File: config.mk
export PLATFORM = sky130hd
export DESIGN_NAME = addsub_serial_flat
export DESIGN_NICKNAME = d
export VERILOG_FILES = /design/src/rtl/addsub_pkg.sv /design/src/rtl/addsub_serial_if.sv /design/src/rtl/addsub_chunk.sv /design/src/rtl/addsub_serial.sv /design/src/flat_wrapper.sv
export SDC_FILE = /design/constraint.sdc
export NUM_CORES = 1
export LEC_CHECK = 0
export ABC_AREA = 1
export BUFFER_PORTS_ARGS = -buffer_cell sky130_fd_sc_hd__buf_2
export CORE_ASPECT_RATIO = 0.9
export CORE_MARGIN = 2
export CORE_UTILIZATION = 40
export CTS_BUF_LIST = sky130_fd_sc_hd__clkbuf_16
export CTS_CLUSTER_SIZE = 28
export DETAILED_ROUTE_END_ITERATION = 10
export HOLD_SLACK_MARGIN = 0.15
export MAX_ROUTING_LAYER = met4
export SYNTH_ARGS = -nofsm -noshare
export SYNTH_HDL_FRONTEND = slang
export SYNTH_SLANG_ARGS = --single-unit
File: constraint.sdc
create_clock -name clk -period 4.45 [get_ports clk]
set_input_delay 0.89 -clock clk [delete_from_list [all_inputs] [get_ports clk]]
set_output_delay 0.89 -clock clk [all_outputs]
set_load 0.01 [all_outputs]
File: src/rtl/addsub_pkg.sv
// addsub_pkg: shared state encoding and saturation constants for addsub_serial
package addsub_pkg;

    typedef logic [1:0] state_t;

    localparam state_t IDLE = 2'd0;
    localparam state_t RUN  = 2'd1;
    localparam state_t DONE = 2'd2;

    localparam int MAX_W = 64;

    function automatic logic [MAX_W-1:0] sat_const(input int w, input logic neg);
        logic [MAX_W-1:0] one;
        logic [MAX_W-1:0] msb;
        one = MAX_W'(1);
        msb = one << (w - 1);
        return neg ? msb : msb - one;
    endfunction

endpackage

File: src/rtl/addsub_serial_if.sv
// addsub_serial_if: operand/result valid-ready bundle for addsub_serial
interface addsub_serial_if #(parameter int WIDTH = 8);

    logic             in_valid;
    logic             in_ready;
    logic [WIDTH-1:0] a;
    logic [WIDTH-1:0] b;
    logic             sub;
    logic             out_valid;
    logic             out_ready;
    logic [WIDTH-1:0] result;
    logic             carry;
    logic             ovf;
    logic             zero;

    modport master (
        output in_valid, a, b, sub, out_ready,
        input  in_ready, out_valid, result, carry, ovf, zero
    );

    modport slave (
        input  in_valid, a, b, sub, out_ready,
        output in_ready, out_valid, result, carry, ovf, zero
    );

endinterface

File: src/rtl/addsub_chunk.sv
// addsub_chunk: combinational CHUNK-bit ripple adder slice exposing the carry into its MSB
module addsub_chunk #(
    parameter int CHUNK = 2
) (
    input  logic [CHUNK-1:0] x,
    input  logic [CHUNK-1:0] y,
    input  logic             cin,
    output logic [CHUNK-1:0] s,
    output logic             cout,
    output logic             c_top_in
);

    logic [CHUNK:0] c;

    always_comb begin
        c    = '0;
        s    = '0;
        c[0] = cin;
        for (int i = 0; i < CHUNK; i++) begin
            s[i]   = x[i] ^ y[i] ^ c[i];
            c[i+1] = (x[i] & y[i]) | (c[i] & (x[i] ^ y[i]));
        end
        cout     = c[CHUNK];
        c_top_in = c[CHUNK-1];
    end

endmodule

File: src/rtl/addsub_serial.sv
// addsub_serial: chunk-serial add/sub with carry/ovf/zero flags; ADDSUB_SERIAL_SAT_EN enables saturation
module addsub_serial
    import addsub_pkg::*;
#(
    parameter int WIDTH = 8,
    parameter int CHUNK = 2
) (
    input logic           clk,
    input logic           rst_n,
    addsub_serial_if.slave bus
);

    localparam int NCH = WIDTH / CHUNK;
    localparam int CW  = NCH > 1 ? $clog2(NCH) : 1;

    generate
        if (WIDTH < 2 || WIDTH % CHUNK != 0) begin : g_bad_cfg
            $error("addsub_serial: WIDTH must be >= 2 and a multiple of CHUNK");
        end
    endgenerate

    state_t                 state;
    logic [WIDTH-1:0]       a_sh;
    logic [WIDTH-1:0]       b_sh;
    logic [WIDTH-1:0]       acc;
    logic [WIDTH-1:0]       res;
    logic [CW-1:0]          cnt;
    logic                   cy;
    logic                   carry_q;
    logic                   ovf_q;
    logic                   zero_q;
    logic [CHUNK-1:0]       s;
    logic                   cout;
    logic                   c_top;
    logic [WIDTH+CHUNK-1:0] cat;
    logic [WIDTH-1:0]       fin;
    logic                   last;
    logic                   ovf_n;

`ifdef ADDSUB_SERIAL_SAT_EN
    localparam logic [WIDTH-1:0] SAT_POS = WIDTH'(sat_const(WIDTH, 1'b0));
    localparam logic [WIDTH-1:0] SAT_NEG = WIDTH'(sat_const(WIDTH, 1'b1));
    logic a_sign;
`endif

    addsub_chunk #(.CHUNK(CHUNK)) u_chunk (
        .x        (a_sh[CHUNK-1:0]),
        .y        (b_sh[CHUNK-1:0]),
        .cin      (cy),
        .s        (s),
        .cout     (cout),
        .c_top_in (c_top)
    );

    // New chunks enter from the MSB so the result is aligned after NCH shifts
    always_comb begin
        cat   = {s, acc};
        last  = cnt == CW'(NCH - 1);
        ovf_n = c_top ^ cout;
`ifdef ADDSUB_SERIAL_SAT_EN
        fin   = ovf_n ? (a_sign ? SAT_NEG : SAT_POS) : cat[WIDTH+CHUNK-1:CHUNK];
`else
        fin   = cat[WIDTH+CHUNK-1:CHUNK];
`endif
    end

    always_ff @(posedge clk or negedge rst_n) begin
        if (!rst_n) begin
            state   <= IDLE;
            a_sh    <= '0;
            b_sh    <= '0;
            acc     <= '0;
            res     <= '0;
            cnt     <= '0;
            cy      <= 1'b0;
            carry_q <= 1'b0;
            ovf_q   <= 1'b0;
            zero_q  <= 1'b0;
`ifdef ADDSUB_SERIAL_SAT_EN
            a_sign  <= 1'b0;
`endif
        end else begin
            case (state)
                IDLE: if (bus.in_valid) begin
                    a_sh   <= bus.a;
                    b_sh   <= bus.b ^ {WIDTH{bus.sub}};
                    cy     <= bus.sub;
                    cnt    <= '0;
                    state  <= RUN;
`ifdef ADDSUB_SERIAL_SAT_EN
                    a_sign <= bus.a[WIDTH-1];
`endif
                end
                RUN: begin
                    a_sh <= a_sh >> CHUNK;
                    b_sh <= b_sh >> CHUNK;
                    acc  <= cat[WIDTH+CHUNK-1:CHUNK];
                    cy   <= cout;
                    cnt  <= cnt + CW'(1);
                    if (last) begin
                        res     <= fin;
                        carry_q <= cout;
                        ovf_q   <= ovf_n;
                        zero_q  <= ~|fin;
                        state   <= DONE;
                    end
                end
                DONE: if (bus.out_ready) state <= IDLE;
                default: state <= IDLE;
            endcase
        end
    end

    assign bus.in_ready  = rst_n && state == IDLE;
    assign bus.out_valid = state == DONE;
    assign bus.result    = res;
    assign bus.carry     = carry_q;
    assign bus.ovf       = ovf_q;
    assign bus.zero      = zero_q;

endmodule

File: src/flat_wrapper.sv
// flat-port wrapper written by rule: the top's interface ports become plain ports
module addsub_serial_flat import addsub_pkg::*;
#(
    parameter int WIDTH = 8,
    parameter int CHUNK = 2
)
  (clk, rst_n, bus_in_valid, bus_a, bus_b, bus_sub, bus_out_ready, bus_in_ready, bus_out_valid, bus_result, bus_carry, bus_ovf, bus_zero);
  addsub_serial_if #(.WIDTH(WIDTH)) bus_i ();
  input logic clk;
  input logic rst_n;
  input wire logic [$bits(bus_i.in_valid)-1:0] bus_in_valid;
  input wire logic [$bits(bus_i.a)-1:0] bus_a;
  input wire logic [$bits(bus_i.b)-1:0] bus_b;
  input wire logic [$bits(bus_i.sub)-1:0] bus_sub;
  input wire logic [$bits(bus_i.out_ready)-1:0] bus_out_ready;
  output wire logic [$bits(bus_i.in_ready)-1:0] bus_in_ready;
  output wire logic [$bits(bus_i.out_valid)-1:0] bus_out_valid;
  output wire logic [$bits(bus_i.result)-1:0] bus_result;
  output wire logic [$bits(bus_i.carry)-1:0] bus_carry;
  output wire logic [$bits(bus_i.ovf)-1:0] bus_ovf;
  output wire logic [$bits(bus_i.zero)-1:0] bus_zero;
  assign bus_i.in_valid = bus_in_valid;
  assign bus_i.a = bus_a;
  assign bus_i.b = bus_b;
  assign bus_i.sub = bus_sub;
  assign bus_i.out_ready = bus_out_ready;
  assign bus_in_ready = bus_i.in_ready;
  assign bus_out_valid = bus_i.out_valid;
  assign bus_result = bus_i.result;
  assign bus_carry = bus_i.carry;
  assign bus_ovf = bus_i.ovf;
  assign bus_zero = bus_i.zero;
  addsub_serial #(.WIDTH(WIDTH), .CHUNK(CHUNK)) u_core (.clk(clk), .rst_n(rst_n), .bus(bus_i));
endmodule
* Word-level counts from Yosys, hierarchy flattened
Cells that the tools add are included.
** Word-level totals
- Word-level logic and storage cells :: 49
- Output and inout bits :: 13
- Flip-flop bits (word level) :: 40
- Input port bits :: 21
** Operators by class
- Eq/ne operators :: 6
- Bitwise logic cells :: 12
- Add/sub/neg operators :: 1
- Reduce and logical (&&, ||, !) cells :: 8
- Mux-type cells :: 12
** Operators by type and width (number)
- case mux 8 bit (2 select lines) :: 2
- 2-to-1 mux 8 bit :: 2
- 2-to-1 mux 2 bit :: 4
- OR reduction 8 bit :: 1
- bitwise XOR 8 bit :: 1
- case mux 2 bit (3 select lines) :: 1
- bitwise XOR 1 bit :: 5
- AND 1 bit :: 4
- == test 2 bit, second input constant :: 2
- inequality test 2 bit, second input constant :: 2
- case mux 2 bit (2 select lines) :: 1
- AND reduction 2 bit :: 2
- AND reduction 3 bit :: 1
- adder 2 x 1 -> 2 bit, second input constant :: 1
- == test 2 x 1 -> 1 bit, second input constant :: 1
- zero test 2 bit :: 1
- inequality test 2 x 1 -> 1 bit, second input constant :: 1
- bitwise OR 1 bit :: 2
- case mux 1 bit (2 select lines) :: 1
- nonzero test 2 bit :: 1
- logical AND 1 bit :: 1
- zero test 1 bit :: 1
- 2-to-1 mux 1 bit :: 1

* Logic depth before layout (Yosys ltp)
- Word-level depth :: 6
- Mapped depth :: 7
- Depth with buffers taken out :: 7

* By module
Synthesis repeated with hierarchy kept, for this count alone.
** Unflattened totals
- Cells, all modules :: 209
- Area total of the unflattened synthesis :: 1841.8 µm²
** Modules (own cells, without submodules)
- addsub_serial :: instances 1, area each 1801.7 µm², cells each 207, seq. area each 950.9 µm²
- addsub_chunk :: instances 1, area each 40.0 µm², cells each 2, seq. area each 0.0 µm²

* Worst setup path after synthesis
Ideal clock, no wire load.
- Path type :: input -> output
- Start :: input rst_n
- End :: output bus_in_ready
- Setup slack :: 2364 ps
- Arrival :: 1196 ps
- Data required time :: 3560 ps
- Stages :: 1
- Path buffers :: 0
- Cells stage by stage :: nor3b_1
** On the way
- Longest elaborated chain between the ends :: 1
** Ends and longest elaborated chain
- from (decl) :: RTL line flat_wrapper.sv:10 : input logic rst_n;
- logical AND 1 bit :: RTL line addsub_serial.sv:114 : assign bus.in_ready = rst_n && state == IDLE;
- to (decl) :: RTL line flat_wrapper.sv:16 : output wire logic [$bits(bus_i.in_ready)-1:0] bus_in_ready;
No other way between the ends.

* Final worst setup path
Same ends and word-level chain as after synthesis.

==> key figures <==
Finish
  – Most frequent cells in the layout: nand2_1, dfrtp_1, buf_2
  – # diodes: 0
  – Area growth syn-to-layout: 15.6%
  – Layout fillers: 466
  – Layout cells sized above 1: 30.0%
  – Design Area, Final: 2180 um2
  – Final nets: ~270
  – Leading cell type in the layout, fill and taps excluded: nand2_1

STA
  – F_max: 377 MHz
  – Rel. slew slack: between 60% and 70%
  – Setup tns final: 0 ns
  – Setup violators final: 0
  – Final Hold Vio Count: 0
  – Worst setup margin: 1.80 ns
  – Min cycle time layout: ~2.7 ns
  – Hold WS: 0.472 ns
  – Final slew viol count: 0
  – Fin crit share: between 50% and 60%
  – Clock Skew: roughly 0.0012 ns
  – Worst slew pin tran: 0.494 ns
  – RSZ-0062 raised after global routing: false

Synth
  – Yosys reg bits: 38
  – Synth area leader: dfrtp_1
  – Mapped Cells: 209
  – Synth unique cells: 26
  – Area of the mapped netlist: 1890 um2
  – Post-synthesis sequential area ratio: 50.3%
  – Syn avg cell area: 9.05 um2
  – Largest cells by area after synthesis: dfrtp_1, nand2_1, nand3_1
  – Ys Warns: 0
  – Post-synth top area share: 50.3%
  – Syn Nets: 233

Placed design
  – Setup WS pre-CTS: 1.77 ns
  – HPWL Detailed: roughly 2200 um
  – Placed standard-cell area: 2060 um2
  – GPL Wtd Cong: 0.748
  – IO Port Bufs: 33

Routing
  – Wire per inst: roughly 11 um
  – Via Count: 1,389
  – Initial drt markers: 47
  – Final wirelength: roughly 3300 um
  – Drt via density: approximately 4.6
  – Antenna-violating nets left: 0
  – DRC violations left: 0
  – Pre-Repair DR Iteration Count: 4

Flow run
  – Total of max-cap violations: 0

Die
  – Chip Height: 69.2 um
  – Chip Width: between 70 and 80 um
  – I/O pin count: 34
  – CORE AREA: between 4000 and 5000 um2
  – Initial Utilization: roughly 42%
  – Die outline area: 5290 um2
  – Rows: 23

Power and ir drop
  – P_sw: 0.549 mW
  – Part of the power in registers: 39.5%
  – Internal power: 0.884 mW
  – Sw frac: 38.3%
  – IR drop worst, VDD: 0.227 mV
  – Comb pwr share: 38.1%
  – Clock Power Share: between 20% and 30%
  – Overall Power: 1.43 mW
  – Leak pwr: 1.17 nW
  – Power density cells: 656 nW/um2

Outcome
  – Run status: finished, final reports clean

Global route
  – Vias in the first global route: 1,410
  – First-pass GRT wire length: 6150 um
  – Largest net degree at the start of global routing: 40
  – Initial antenna violation count: 0
  – Gr usage total: 15.0%
  – Remaining Overflow, GRT: 0

Worst setup path
  – R2r endpoint: u_core.bus.zero
  – RR Startpoint: u_core.cy
  – Worst Path Required: 3.56 ns
  – Max FO, Critical Path: 39
  – Setup crit end kind: output port
  – Startpoint type of the worst setup path: input pin
  – Setup slack on the worst flop-to-flop path: ~2.7 ns
  – Cells on worst reg2reg path: 7
  – Crit Path Class: input pin to output port
  – WP data arrival: 1.76 ns

Clocking
  – Clock sink total: 38
  – CTS tree: yes
  – Cts-stage hold buffer count: 0
  – Root Buffer: clkbuf_16
  – CTS Buf Count: 5
  – CTS max path bufs: 2
  – Setup bufs post-CTS: 0
  – Number of gates resized after cts: 0
  – Reg clk slew, reported paths: 0.05 ns
  – H-Tree Depth: 2
  – Clock latency on the worst-skew pair: 0.28 ns

Worst hold path
  – Worst Hold End: u_core.bus.result[5]
  – Hold_sp: u_core.bus.result[5]
  – Hold Path Stages: 2
  – Worst min path class: flop to flop
==> synth_stat cells <==
cell      count
xnor2_1       2
dfrtp_1      38
clkinv_2      1
inv_2         1
a21oi_2       1
inv_4         2
o31ai_1       1
nand3_2       9
xor2_1        1
buf_2         2
nand2_2      10
or2_0         1
buf_6         4
fa_1          2
o21ai_2       7
o21ai_0      10
inv_1        15
buf_8         1
buf_4         2
nand2_1      65
ha_1          1
nand2_4       1
nor2_1        6
nand3_1      24
nor3b_1       1
nor2_2        1
==> logic make-up (layout without fill, tap and decap cells) <==
logic type	after synthesis	after routing	synth area share, %
compound gates	19	19	6.75
xor+xnor	3	3	1.39
fa+ha+maj	3	3	2.78
buf+inv	28	59	8.60
flops	38	38	50.3
simple gates	118	118	30.2
==> final cells by class <==
cell class / count / area, um2 / share of cell area [%]
Sequential cell: 38 / 951 / 43.5
Multi-Input combinational cell: 143 / 777 / 35.6
Clock inverter: 1 / 3.75 / 0.172
Timing Repair Buffer: 34 / 173 / 7.90
Inverter: 19 / 77.6 / 3.55
Tap cell: 62 / 77.6 / 3.55
Clock buffer: 5 / 125 / 5.73
==> power groups by stage <==
stage          logic [mW]  registers [mW]  clock network (mW)
2_1_floorplan       0.448           0.580                   0
3_3_place_gp        0.546           0.568                   0
3_5_place_dp        0.558           0.571                   0
4_1_cts             0.561           0.567               0.334
5_1_grt             0.632           0.586               0.347
6_report            0.546           0.566               0.320
==> worst max-delay path: stages <==
cell and delay, ns:
buf_2 0.08, buf_4 0.41, nor3b_1 0.22, buf_2 0.15
==> layer usage <==
layer  routed length, um  vias to the layer above  GRT usage, %
met5                   0                        -             -
met4                  65                        0          6.06
met3                 167                        5          5.08
met2                1440                       28          22.4
met1                1650                      637          18.7
li1                    -                      719             -
==> registers in the layout, summed over array words and instances (netlist names), 2 cells and up <==
| name | count |
|---|---|
| u_core.a_sh | 8 |
| u_core.b_sh | 8 |
| u_core.bus.result | 8 |
| u_core.acc | 6 |
| u_core.cnt | 2 |
| u_core.state | 2 |
==> metrics by stage <==
step / util, % / std cells
after floorplan: - / 209
after global placement: 45.8 / 296
after detailed placement: 45.8 / 296
after CTS: 48.7 / 302
after global routing: 48.7 / 302
final: 48.7 / 302
==> how the worst max path moves through the flow <==
stage,startpoint,to,slack (ns)
global placement,rst_n,bus_in_ready,1.76
global route,rst_n,bus_in_ready,1.63
detailed placement,rst_n,bus_in_ready,1.77
finish,rst_n,bus_in_ready,1.80
floorplan,rst_n,bus_in_ready,2.36
CTS,rst_n,bus_in_ready,1.76
No activity file was read; power rests on OpenSTA's default activity.
